**src/rtl/fetch_unit.sv**
```systemverilog
// rtl/fetch_unit.sv - instruction fetch stage with IF/ID latch, prediction redirect and flush drain
module fetch_unit #(
   parameter logic [31:0] RESET_PC = 32'h0000_0000
) (
   input  logic        clk,
   input  logic        rst,
   output logic        imem_req,
   output logic [31:0] imem_addr,
   input  logic        imem_ready,
   input  logic [31:0] imem_rdata,
   output logic [31:0] fetch_pc,
   input  logic        fetch_predict,
   input  logic [31:0] fetch_target,
   input  logic        mem_flush,
   input  logic [31:0] mem_redirect_pc,
   input  logic        stall,
   output logic        if_valid,
   output logic [31:0] if_instr,
   output logic [31:0] if_pc,
   output logic        if_predict,
   output logic [31:0] if_pred_target
);

   typedef enum logic {S_FETCH, S_DRAIN} state_t;

   localparam logic [31:0] ALIGN_MASK = 32'hFFFF_FFFC;

   state_t      r_state;
   state_t      w_next_state;
   logic [31:0] r_pc;
   logic [31:0] r_drain_addr;
   logic        r_if_valid;
   logic [31:0] r_if_instr;
   logic [31:0] r_if_pc;
   logic        r_if_predict;
   logic [31:0] r_if_pred_target;

   logic        w_accept;
   logic        w_outstanding;
   logic [31:0] w_target_aligned;
   logic [31:0] w_redirect_aligned;

   assign w_target_aligned   = fetch_target & ALIGN_MASK;
   assign w_redirect_aligned = mem_redirect_pc & ALIGN_MASK;

   always_ff @(posedge clk or posedge rst) begin
      if (rst) begin
         r_state <= S_FETCH;
      end else begin
         r_state <= w_next_state;
      end
   end

   // In DRAIN the abandoned request is held until memory completes it, then dropped.
   always_comb begin
      w_next_state  = r_state;
      imem_req      = 1'b0;
      imem_addr     = r_pc;
      w_accept      = 1'b0;
      w_outstanding = 1'b0;
      case (r_state)
         S_FETCH: begin
            imem_req      = !rst && (!r_if_valid || !stall);
            w_outstanding = imem_req && !imem_ready;
            w_accept      = imem_req && imem_ready && !mem_flush;
            if (mem_flush && w_outstanding) begin
               w_next_state = S_DRAIN;
            end
         end
         S_DRAIN: begin
            imem_req  = !rst;
            imem_addr = r_drain_addr;
            if (imem_ready) begin
               w_next_state = S_FETCH;
            end
         end
         default: begin
            w_next_state = S_FETCH;
         end
      endcase
   end

   always_ff @(posedge clk or posedge rst) begin
      if (rst) begin
         r_pc             <= RESET_PC & ALIGN_MASK;
         r_drain_addr     <= 32'h0;
         r_if_valid       <= 1'b0;
         r_if_instr       <= 32'h0;
         r_if_pc          <= 32'h0;
         r_if_predict     <= 1'b0;
         r_if_pred_target <= 32'h0;
      end else if (mem_flush) begin
         r_if_valid <= 1'b0;
         r_pc       <= w_redirect_aligned;
         if (r_state == S_FETCH && w_outstanding) begin
            r_drain_addr <= r_pc;
         end
      end else if (w_accept) begin
         r_if_valid       <= 1'b1;
         r_if_instr       <= imem_rdata;
         r_if_pc          <= r_pc;
         r_if_predict     <= fetch_predict;
         r_if_pred_target <= w_target_aligned;
         r_pc             <= fetch_predict ? w_target_aligned : r_pc + 32'd4;
      end else if (!stall) begin
         r_if_valid <= 1'b0;
      end
   end

   assign fetch_pc       = r_pc;
   assign if_valid       = r_if_valid;
   assign if_instr       = r_if_instr;
   assign if_pc          = r_if_pc;
   assign if_predict     = r_if_predict;
   assign if_pred_target = r_if_pred_target;

endmodule

```
**config.mk**
```make
export PLATFORM = sky130hd
export DESIGN_NAME = fetch_unit
export DESIGN_NICKNAME = d
export VERILOG_FILES = /design/src/rtl/fetch_unit.sv
export SDC_FILE = /design/constraint.sdc
export NUM_CORES = 1
export LEC_CHECK = 0
export ABC_AREA = 1
export CAP_MARGIN = 20
export CORE_UTILIZATION = 35
export DETAILED_ROUTE_END_ITERATION = 6
export PLACE_DENSITY = 0.75
export SYNTH_ARGS = -nofsm -noshare
export SYNTH_HDL_FRONTEND = slang
export SYNTH_SLANG_ARGS = --single-unit
```
**constraint.sdc**
```tcl
create_clock -name clk -period 5.48 [get_ports clk]
set_clock_uncertainty 0.05 [all_clocks]
set_input_delay 1.096 -clock clk [delete_from_list [all_inputs] [get_ports clk]]
set_output_delay 1.096 -clock clk [all_outputs]
set_load 0.02 [all_outputs]
```
After elaboration in Yosys (flattened, before gate mapping)
Index checks and enable logic that the tools add are counted.
{ "totals": {"regBits": 161, "input_bits": 102, "out_inout_bits": 163, "word_cells": 40} }
{ "op_classes": {"n_addsub": 1, "eq_ne": 1, "mux": 13, "bitwise": 2, "reduce_logical": 15} }
{ "op_table": {"columns": ["op", "count"], "rows": [
  ["two-way mux 32 bit", 4],
  ["adder 32 x 3 -> 32 bit (second input constant)", 1],
  ["two-way mux 1 bit", 7],
  ["logical AND 1 bit", 6],
  ["logical NOT 1 bit", 5],
  ["one-hot mux 1 bit (2 select lines)", 2],
  ["AND reduction 2 bit", 2],
  ["!= test 3 x 2 -> 1 bit (second input constant)", 1],
  ["NOT 1 bit", 2],
  ["nonzero test 2 bit", 1],
  ["logical OR 1 bit", 1]
]} }

Logic depth before layout (Yosys ltp)
Gate-level depths: netlist of run 1.
{ "logic_depth": {"depth_word": 8, "depth_mapped": 11, "ltp_nobuf": 11} }

Worst setup path after synthesis of run 1
Ideal clock, no wire load.
{ "synth_timing": {"kind": "input -> output", "from": "in rst", "to": "out imem_req", "arrival_time_ns": 1.572, "required_time_ns": 4.334, "slack_ns": 2.762, "stages": 1, "n_path_buf": 0, "path_cell_list": "o21ai_0"} }
{ "synth_via": {"elab_chain_len": 3} }
{ "synth_rtl": {"columns": ["item", "line", "source"], "rows": [
  ["start: declaration", "6", "input logic rst,"],
  ["logical NOT 1 bit (no source line) *", null, null],
  ["logical AND 1 bit", "63", "imem_req = !rst && (!r_if_valid || !stall);"],
  ["one-hot mux 1 bit (2 select lines) *", "61", "case (r_state)"],
  ["end: declaration", "7", "output logic imem_req,"]
]} }
Every way passes the cells marked *; elsewhere a longest branch is shown, timed or not.

Final worst setup path of run 1
{ "layout_timing": {"from": "reg r_state", "to": "out imem_addr[24]"} }
{ "layout_via": {"elab_chain_len": 1} }
{ "layout_rtl": {"columns": ["item", "line", "source"], "rows": [
  ["start: declaration", "28", "state_t r_state;"],
  ["start signal: assignment", "50", "r_state <= w_next_state;"],
  ["two-way mux 32 bit", "61", null],
  ["end: declaration", "8", "output logic [31:0] imem_addr,"]
]} }
No other way between the ends.

==> metrics, run 1 <==
status=completed; Yosys warnings=0; CTS tree=built; initial antenna violation count=1; leakage power=4.95 nW; Sw Ratio=33.5%; fin crit share=69.0%; synth-to-layout area growth=43.7%; critical path data required time=4330 ps; Num CTS Buffers=17; power share of the clock group=29.7%; largest net degree at the start of global routing=101; routed wire length=23700 um; Final Hold Fails=0; gpl congestion=0.918; Pwr per Cell Area=376 nW/um^2; dpl ws=1480 ps; Core Area=21000 um^2; drc violations=0; wl on met1=10600 um; clk buf depth=2; Post-DRT Antenna Nets=0; Area contributors post-synth=dfrtp_1 52%, nand2_1 20%, o21ai_0 4.8%, o21ai_1 4.2%, nor2_1 2.9%; Max Cap Viol=0; H-Tree Depth=4; FMAX=264 MHz; number of port buffers=252; Highest Signal Layer=met4; fill count=2012; Die W=148 um; RSZ-0062 raised after global routing=false; P_sw=1.36 mW; I/O pin count=265; CP Capture Type=primary output; dominant cell type by area after synthesis=dfrtp_1; Worst Hold Class=reg -> reg; pins over their slew limit=0; die area=22000 um^2; startpoint type of the worst setup path=flop; DR WL/cell=16.0 um; sequential area share after synthesis=51.8%; share of cells above drive strength 1=5.30%; worst vdd ir=0.213 mV; initial DRC count=485; clk sinks=155; root buf cell=clkbuf_16; Post-DP HPWL=17200 um; Die Y-Extent=148 um; setup tns final=0 ps; normalized max-slew margin=32.9%; Synth Area per Inst=7.75 um^2; nets=1297; Post-Syn Area=7480 um^2; Sequential Power Share=38.2%; vias per cell=4.83; vias=7168; vias in the first global route=6753; Post-CTS Hold Fix Bufs=0; clock-pin slew on the worst setup and hold paths=60 ps; WL met2=10700 um; Synth top area share=51.8%; Slew @ Worst Pin=1000 ps; Int Pwr=2.69 mW; final setup fails=0; GRT overflow=0; fin crit period=3780 ps; first-pass GRT wire length=37000 um; post_cts resized=0; combinational power share=32.1%; drt pass-1 iters=5; met3 WL post-DR=1870 um; Clk Latency, worst-skew pair=430 ps; CP Class=reg -> out; Crit Path Max Fanout=32; number of synthesized register bits=155; library cells used by synthesis=31; WP data arrival=2640 ps; fin worst setup slack=1700 ps; setup bufs post-CTS=0; starting density of the core=35.6%; Post-Syn Instances=965; Rows=53; GRT Util Overall=22.2%
[synth_stat cells]
library cell and count:
nand3_1 34, o21bai_1 6, nand3_4 1, nand2_2 3
ha_1 1, clkbuf_1 15, xor2_1 7, buf_6 4
o211ai_1 8, clkinv_1 1, and2_1 1, nor2_2 6
inv_2 5, a21oi_1 22, a21o_1 2, xnor2_1 1
dfrtp_1 155, a31oi_1 2, nor2_4 5, o21ai_0 72
buf_4 11, nand2_4 3, clkbuf_2 1, conb_1 1
o22ai_1 2, o21ai_1 63, inv_1 53, buf_2 26
nor2_1 58, nand2_1 394, nor3_1 2
[power by group through the flow]
| stage | Clock (mW) | Combinational [mW] | Sequential [mW] |
|---|---|---|---|
| floorplan | 0 | 0.436 | 1.76 |
| global placement | 0 | 1.29 | 1.55 |
| detailed placement | 0 | 1.30 | 1.56 |
| CTS | 1.23 | 1.31 | 1.54 |
| global route | 1.29 | 1.41 | 1.58 |
| finish | 1.20 | 1.30 | 1.55 |
[path summary, 6_finish.rpt]
check | startpoint | to | slack (ps) | cells past startpoint
min in group asynchronous | rst | if_pc[5]$_DFFE_PP0P_ | 1210 | 2
worst min-delay path | if_instr[15]$_DFFE_PP0P_ | if_instr[15]$_DFFE_PP0P_ | 430 | 2
worst max-delay path | r_state$_DFF_PP0_ | imem_addr[24] | 1700 | 4
worst min register to register | if_instr[15]$_DFFE_PP0P_ | if_instr[15]$_DFFE_PP0P_ | 430 | 2
worst max register to register | r_state$_DFF_PP0_ | fetch_pc[8]$_DFFE_PP0P_ | 2480 | 8
max in group asynchronous | rst | if_pc[28]$_DFFE_PP0P_ | 3160 | 3
[through the flow]
stage | instance area, um^2 | total power, mW | utilization, % | hold WS [ps] | cells
CTS | 10700 | 4.08 | 50.9 | 431 | 1480
global placement | 10100 | 2.84 | 48.1 | 410 | 1448
global route | 10800 | 4.28 | 51.1 | 446 | 1483
detailed placement | 10100 | 2.86 | 48.1 | 414 | 1448
finish | 10800 | 4.05 | 51.1 | 428 | 1483
floorplan | 7510 | 2.20 | - | 403 | 972
[state kept, by name, indices dropped and copies added, names as in the netlist]
signal and flops:
if_instr 32, if_valid 1, r_drain_addr 30, if_pred_target 30, if_pc 30, fetch_pc 30
r_state 1, if_predict 1
[final cells by class]
| type | count | area, um^2 | area share (%) |
|---|---|---|---|
| diodes | 1 | 2.50 | 0.0233 |
| clock buffers | 22 | 484 | 4.50 |
| clock inverters | 10 | 114 | 1.06 |
| inverters | 59 | 226 | 2.11 |
| multi-input cells | 701 | 3090 | 28.8 |
| flip-flops and latches | 155 | 3880 | 36.1 |
| well taps | 275 | 344 | 3.20 |
| repair buffers | 260 | 2610 | 24.3 |
[worst max-delay path, stage by stage, from the launching register on]
cell and delay, ps:
dfrtp_1 920, buf_4 410, nand2_1 70, o21ai_0 140, clkdlybuf4s50_1 660
[layout by cell type (no fill, tap or decap), types with 17 or more instances in the layout]
cell type and count:
nor2_1 58, a21oi_1 22, clkbuf_16 17, o21ai_0 72, nand2_1 393, dfrtp_1 155, clkdlybuf4s50_1 252, o21ai_1 63
inv_1 52, nand3_1 34
[cell families (layout without fill, tap and decap cells)]
family / count (synthesis) / in the layout / share of synthesized area (%)
XOR/XNOR: 8 / 8 / 0.936
AND/OR/NAND/NOR: 507 / 507 / 27.4
buffers and inverters: 116 / 351 / 7.22
AO/OA/AOI/OAI: 177 / 177 / 12.4
other: 1 / 9 / 0.0501
adder cells (fa/ha/maj): 1 / 1 / 0.167
flip-flops: 155 / 155 / 51.8
[metal layers]
metal  up-vias  GRT usage [%]
met4         0           7.53
met3        28           6.26
met1      3345           29.1
met2       282           35.3
li1       3513              -
met5         -              0
(Power assumes the default switching activity.)
==> inputs of run 2 (changes only) <==
--- a/config.mk
+++ b/config.mk
@@ -9,7 +9,7 @@
 export CAP_MARGIN = 20
 export CORE_UTILIZATION = 35
 export DETAILED_ROUTE_END_ITERATION = 6
-export PLACE_DENSITY = 0.75
+export PLACE_DENSITY = 0.73
 export SYNTH_ARGS = -nofsm -noshare
 export SYNTH_HDL_FRONTEND = slang
 export SYNTH_SLANG_ARGS = --single-unit
==> constraint.sdc (replaced) <==
create_clock -name clk -period 3.68 [get_ports clk]
set_clock_uncertainty 0.05 [all_clocks]
set_input_delay 0.736 -clock clk [delete_from_list [all_inputs] [get_ports clk]]
set_output_delay 0.736 -clock clk [all_outputs]
set_load 0.02 [all_outputs]
==> run 2 against run 1 <==
  * Global-route usage is 0.13 points higher
  * Design area is 0.47% higher
  * First-iteration DRC count is 2.7% higher
  * Critical path depth stayed put
  * Hold slack worse by 0.92 ps
  * Non-clock buffer count is 3 higher
  * Routed wire length is 0.56% lower
  * Sequential power is 48% higher
  * Sequential share of layout area is 0.17 points lower
  * Die area stayed put
  * Register-to-register slack worse by 1100 ps
==> metrics, run 2 (synthesis gave the netlist of run 1 again) <==
Post-DRT Antenna Nets=0; Crit Path Max Fanout=56; nets=1300; Die Y-Extent=148 um; starting density of the core=35.6%; setup tns final=0 ps; dpl ws=780 ps; Final Cell Area=10800 um^2; slowest CP cell=clkdlybuf4s50_1; max FFs per register=32; commonest non-fill, non-tap cell in the layout=nand2_1; worst vdd ir=0.351 mV; power share of the clock group=31.0%; synth-to-layout area growth=44.3%; Worst Hold Class=reg -> reg; Fin Hold WS=428 ps; final setup fails=0; clock-pin slew on the worst setup and hold paths=70 ps; CP Class=reg -> out; P_sw=2.02 mW; hold path startpoint=if_instr[20]$_DFFE_PP0P_; leakage power=4.96 nW; placed cell area=10200 um^2; gpl congestion=0.908; status=completed; clk buf depth=2; vias=7126; Reg2Reg Depth=10; Core Area=21000 um^2; DR WL/cell=15.9 um; Power Total=6.13 mW; Sw Ratio=32.9%; GRT Util Overall=22.3%; fin crit period=3060 ps; routed wire length=23600 um; root buf cell=clkbuf_16; Sequential Power Share=37.5%; Clk Latency, worst-skew pair=420 ps; pins over their slew limit=0; H-Tree Depth=4; drc violations=0; I/O pin count=265; share of cells above drive strength 1=5.37%; fin crit share=83.1%; CTS tree=built; Rows=53; Post-CTS Hold Fix Bufs=0; Critical path origin=r_state$_DFF_PP0_; Final Hold Fails=0; FMAX=327 MHz; Max Cap Viol=0; vias in the first global route=6796; vias per cell=4.80; initial DRC count=498; die area=22000 um^2; Pwr per Cell Area=567 nW/um^2; CP Capture Type=primary output; critical path data required time=2890 ps; startpoint type of the worst setup path=flop; largest net degree at the start of global routing=142; WP data arrival=2270 ps; fill count=2012; Post-DP HPWL=16900 um; first-pass GRT wire length=37500 um; RSZ-0062 raised after global routing=false; setup bufs post-CTS=0; post_cts resized=0; combinational power share=31.5%; Int Pwr=4.11 mW; Slew @ Worst Pin=704 ps; Num CTS Buffers=17; normalized max-slew margin=53.0%; drt pass-1 iters=6; Hold Path Depth=2; Die W=148 um; GRT overflow=0; number of port buffers=252; initial antenna violation count=1; most frequent cells in the layout=393 x nand2_1, 252 x clkdlybuf4s50_1, 155 x dfrtp_1; clk sinks=155; reg2reg start=r_state$_DFF_PP0_; fin worst setup slack=622 ps; CP peak stage delay=630 ps; worst-path cell chain=buf_4, inv_1, o21ai_0, clkdlybuf4s50_1
[run 2: changes by cell type in the layout (fill, tap and decap cells not counted), sizes merged]
cell / delta
clkinvlp: +2
buf: +3
clkinv: -4
bufinv: +2
[run 2: cell type report]
| type | instances | area (um^2) | area share [%] |
|---|---|---|---|
| multi-input cells | 701 | 3090 | 28.6 |
| well taps | 275 | 344 | 3.19 |
| inverters | 59 | 225 | 2.09 |
| repair buffers | 263 | 2630 | 24.4 |
| clock buffers | 22 | 464 | 4.30 |
| diodes | 1 | 2.50 | 0.0232 |
| flip-flops and latches | 155 | 3880 | 35.9 |
| clock inverters | 10 | 163 | 1.51 |
[run 2: per-stage QoR]
stage	instances	util [%]
2_1_floorplan	972	-
6_report	1486	51.4
3_5_place_dp	1453	48.4
4_1_cts	1485	51.4
3_3_place_gp	1453	48.4
5_1_grt	1486	51.4
[run 2: path summary, 6_finish.rpt]
path,to,slack [ps]
worst max-delay path,imem_req,620
worst min-delay path,if_instr[20]$_DFFE_PP0P_,430
worst max register to register,fetch_pc[18]$_DFFE_PP0P_,1370
worst min register to register,if_instr[20]$_DFFE_PP0P_,430
max in group asynchronous,if_pred_target[16]$_DFFE_PP0P_,2170
min in group asynchronous,r_drain_addr[3]$_DFFE_PP0P_,820
[run 2: metal layers]
| metal | global-route usage (%) | vias to the layer above | share of wire (%) |
|---|---|---|---|
| met3 | 6.13 | 27 | 7.0 |
| met4 | 7.37 | 0 | 2.4 |
| li1 | - | 3510 | - |
| met1 | 29.6 | 3337 | 45 |
| met5 | 0 | - | 0 |
| met2 | 35.2 | 252 | 46 |
[run 2: critical path: cells and delay by family, from the launching register on]
family / cells / cell delay [ps]
AO/OA/AOI/OAI: 1 / 210
flip-flops: 1 / 430
buffers and inverters: 3 / 1200
[run 2: power by group through the flow]
| stage | logic (mW) | clock network [mW] | registers, mW |
|---|---|---|---|
| floorplan | 0.650 | 0 | 2.63 |
| global placement | 1.92 | 0 | 2.31 |
| detailed placement | 1.95 | 0 | 2.32 |
| CTS | 1.95 | 1.94 | 2.30 |
| global route | 2.10 | 2.02 | 2.34 |
| finish | 1.93 | 1.90 | 2.30 |
==> inputs of run 3 (changes only) <==
--- a/config.mk
+++ b/config.mk
@@ -9,7 +9,7 @@
 export CAP_MARGIN = 20
 export CORE_UTILIZATION = 35
 export DETAILED_ROUTE_END_ITERATION = 6
-export PLACE_DENSITY = 0.73
+export PLACE_DENSITY = 0.75
 export SYNTH_ARGS = -nofsm -noshare
 export SYNTH_HDL_FRONTEND = slang
 export SYNTH_SLANG_ARGS = --single-unit
==> constraint.sdc (replaced) <==
create_clock -name clk -period 2.7 [get_ports clk]
set_clock_uncertainty 0.05 [all_clocks]
set_input_delay 0.54 -clock clk [delete_from_list [all_inputs] [get_ports clk]]
set_output_delay 0.54 -clock clk [all_outputs]
set_load 0.02 [all_outputs]
==> run 3 against run 2 <==
  * Worst setup slack lost 490 ps
  * First-iteration DRC count grew 10%
  * Global-route usage grew 0.27 points
  * Combinational power grew 40%
  * Design area grew 1.2%
  * Register-to-register slack lost 500 ps
  * Non-clock buffer count grew 16
  * Largest power group unchanged
  * Flip-flop and latch count is the same
  * Routed wire length grew 2.0%
  * Sequential power grew 36%
  * Utilization grew 0.62 points
==> metrics, run 3 (synthesis gave the netlist of run 1 again) <==
status=completed; reg2reg start=r_state$_DFF_PP0_; commonest non-fill, non-tap cell in the layout=nand2_1; H-Tree Depth=4; Rows=53; Multi-input gate area=3090 um^2; largest net degree at the start of global routing=104; CP Capture Type=primary output; CP peak stage delay=640 ps; routed wire length=24100 um; Post-DP HPWL=17700 um; final setup fails=0; slowest CP cell=clkdlybuf4s50_1; max FFs per register=32; gpl congestion=0.900; synth-to-layout area growth=46.1%; clk sinks=155; vias=7282; Die W=148 um; Final Cell Area=10900 um^2; fin crit share=95.3%; worst-path cell chain=clkdlybuf4s50_1, nor2_1, nand2_1, o21ai_1, clkdlybuf4s50_1; Post-DRT Antenna Nets=0; Critical Path Sink=imem_req; Crit Path Max Fanout=3; Power Total=8.29 mW; Final Hold Fails=0; crit path buf inv count=2; CP Class=in -> out; post_cts resized=0; critical path data required time=2110 ps; WP data arrival=1980 ps; GRT Util Overall=22.6%; fin crit period=2570 ps; Reg2Reg Depth=10; setup bufs post-CTS=0; DR WL/cell=16.0 um; number of port buffers=252; Worst path most repeated cell=clkdlybuf4s50_1; GRT overflow=0; I/O pin count=265; placed cell area=10300 um^2; Register Area=3880 um^2; fill count=1953; RSZ-0062 raised after global routing=false; share of cells above drive strength 1=6.77%; clock-pin slew on the worst setup and hold paths=70 ps; starting density of the core=35.6%; Post-CTS Hold Fix Bufs=0; Clk Latency, worst-skew pair=430 ps; root buf cell=clkbuf_16; Top delay family on crit path=buffers and inverters; Die Y-Extent=148 um; Critical path origin=rst; pins over their slew limit=0; worst vdd ir=0.446 mV; CTS tree=built; Worst Hold Class=reg -> reg; Slew @ Worst Pin=628 ps; drt pass-1 iters=6; most frequent cells in the layout=393 x nand2_1, 252 x clkdlybuf4s50_1, 155 x dfrtp_1; setup tns final=0 ps; normalized max-slew margin=58.1%; initial DRC count=549; leakage power=5.04 nW; Max Cap Viol=0; drc violations=0; nets=1316; vias per cell=4.85; reg2reg end=fetch_pc[16]$_DFFE_PP0P_; Core Area=21000 um^2; Pwr per Cell Area=759 nW/um^2; Worst path depth=5; reg2reg setup slack=870 ps; initial antenna violation count=1; Num CTS Buffers=17; vias in the first global route=6843; FMAX=389 MHz; clk buf depth=2; die area=22000 um^2; startpoint type of the worst setup path=input port; first-pass GRT wire length=37700 um
[run 3: changes by cell type in the layout (fill, tap and decap cells not counted), sizes merged]
cell,change
bufinv,-2
buf,+16
clkinv,+1
clkinvlp,+1
inv,-1
clkbuf,+1
[run 3: stage by stage]
step | cells | utilization [%] | hold WS, ps | setup slack [ps]
finish | 1502 | 52.0 | 428 | 127
global route | 1502 | 52.0 | 449 | 3.36
CTS | 1501 | 52.0 | 432 | 42.6
detailed placement | 1469 | 49.1 | 414 | 96.5
global placement | 1469 | 49.1 | 411 | 103
floorplan | 972 | - | 403 | 151
[run 3: layer usage]
metal / global-route usage (%) / share of wire, % / up-vias
li1: - / - / 3534
met1: 30.3 / 45 / 3361
met2: 33.8 / 43 / 331
met3: 5.83 / 7.9 / 56
met4: 11.5 / 4.3 / 0
met5: 0 / 0 / -
[run 3: final cells by class]
| class | instances | area share [%] |
|---|---|---|
| flip-flops and latches | 155 | 35.5 |
| multi-input cells | 701 | 28.3 |
| repair buffers | 279 | 25.4 |
| clock buffers | 23 | 4.56 |
| well taps | 275 | 3.15 |
| inverters | 59 | 2.06 |
| clock inverters | 9 | 1.01 |
| diodes | 1 | 0.0229 |
[run 3: where the power goes]
group / internal [mW] / switching, mW
combinational: 1.23 / 1.47
clock: 1.49 / 0.980
sequential: 2.81 / 0.319
[run 3: tightest hold or removal path, delay by kind of cell (launching register included)]
| family | cells | cell delay (ps) |
|---|---|---|
| AND/OR/NAND/NOR | 2 | 110 |
| flip-flops | 1 | 340 |
[run 3: worst min path at each step]
stage	from	end	slack (ps)	depth (start not counted)
6_report	if_pred_target[26]$_DFFE_PP0P_	if_pred_target[26]$_DFFE_PP0P_	430	2
3_5_place_dp	if_pred_target[24]$_DFFE_PP0P_	if_pred_target[24]$_DFFE_PP0P_	410	2
4_1_cts	if_instr[25]$_DFFE_PP0P_	if_instr[25]$_DFFE_PP0P_	430	2
2_1_floorplan	r_drain_addr[11]$_DFFE_PP0P_	r_drain_addr[11]$_DFFE_PP0P_	400	2
5_1_grt	if_instr[23]$_DFFE_PP0P_	if_instr[23]$_DFFE_PP0P_	450	2
3_3_place_gp	if_instr[14]$_DFFE_PP0P_	if_instr[14]$_DFFE_PP0P_	410	2
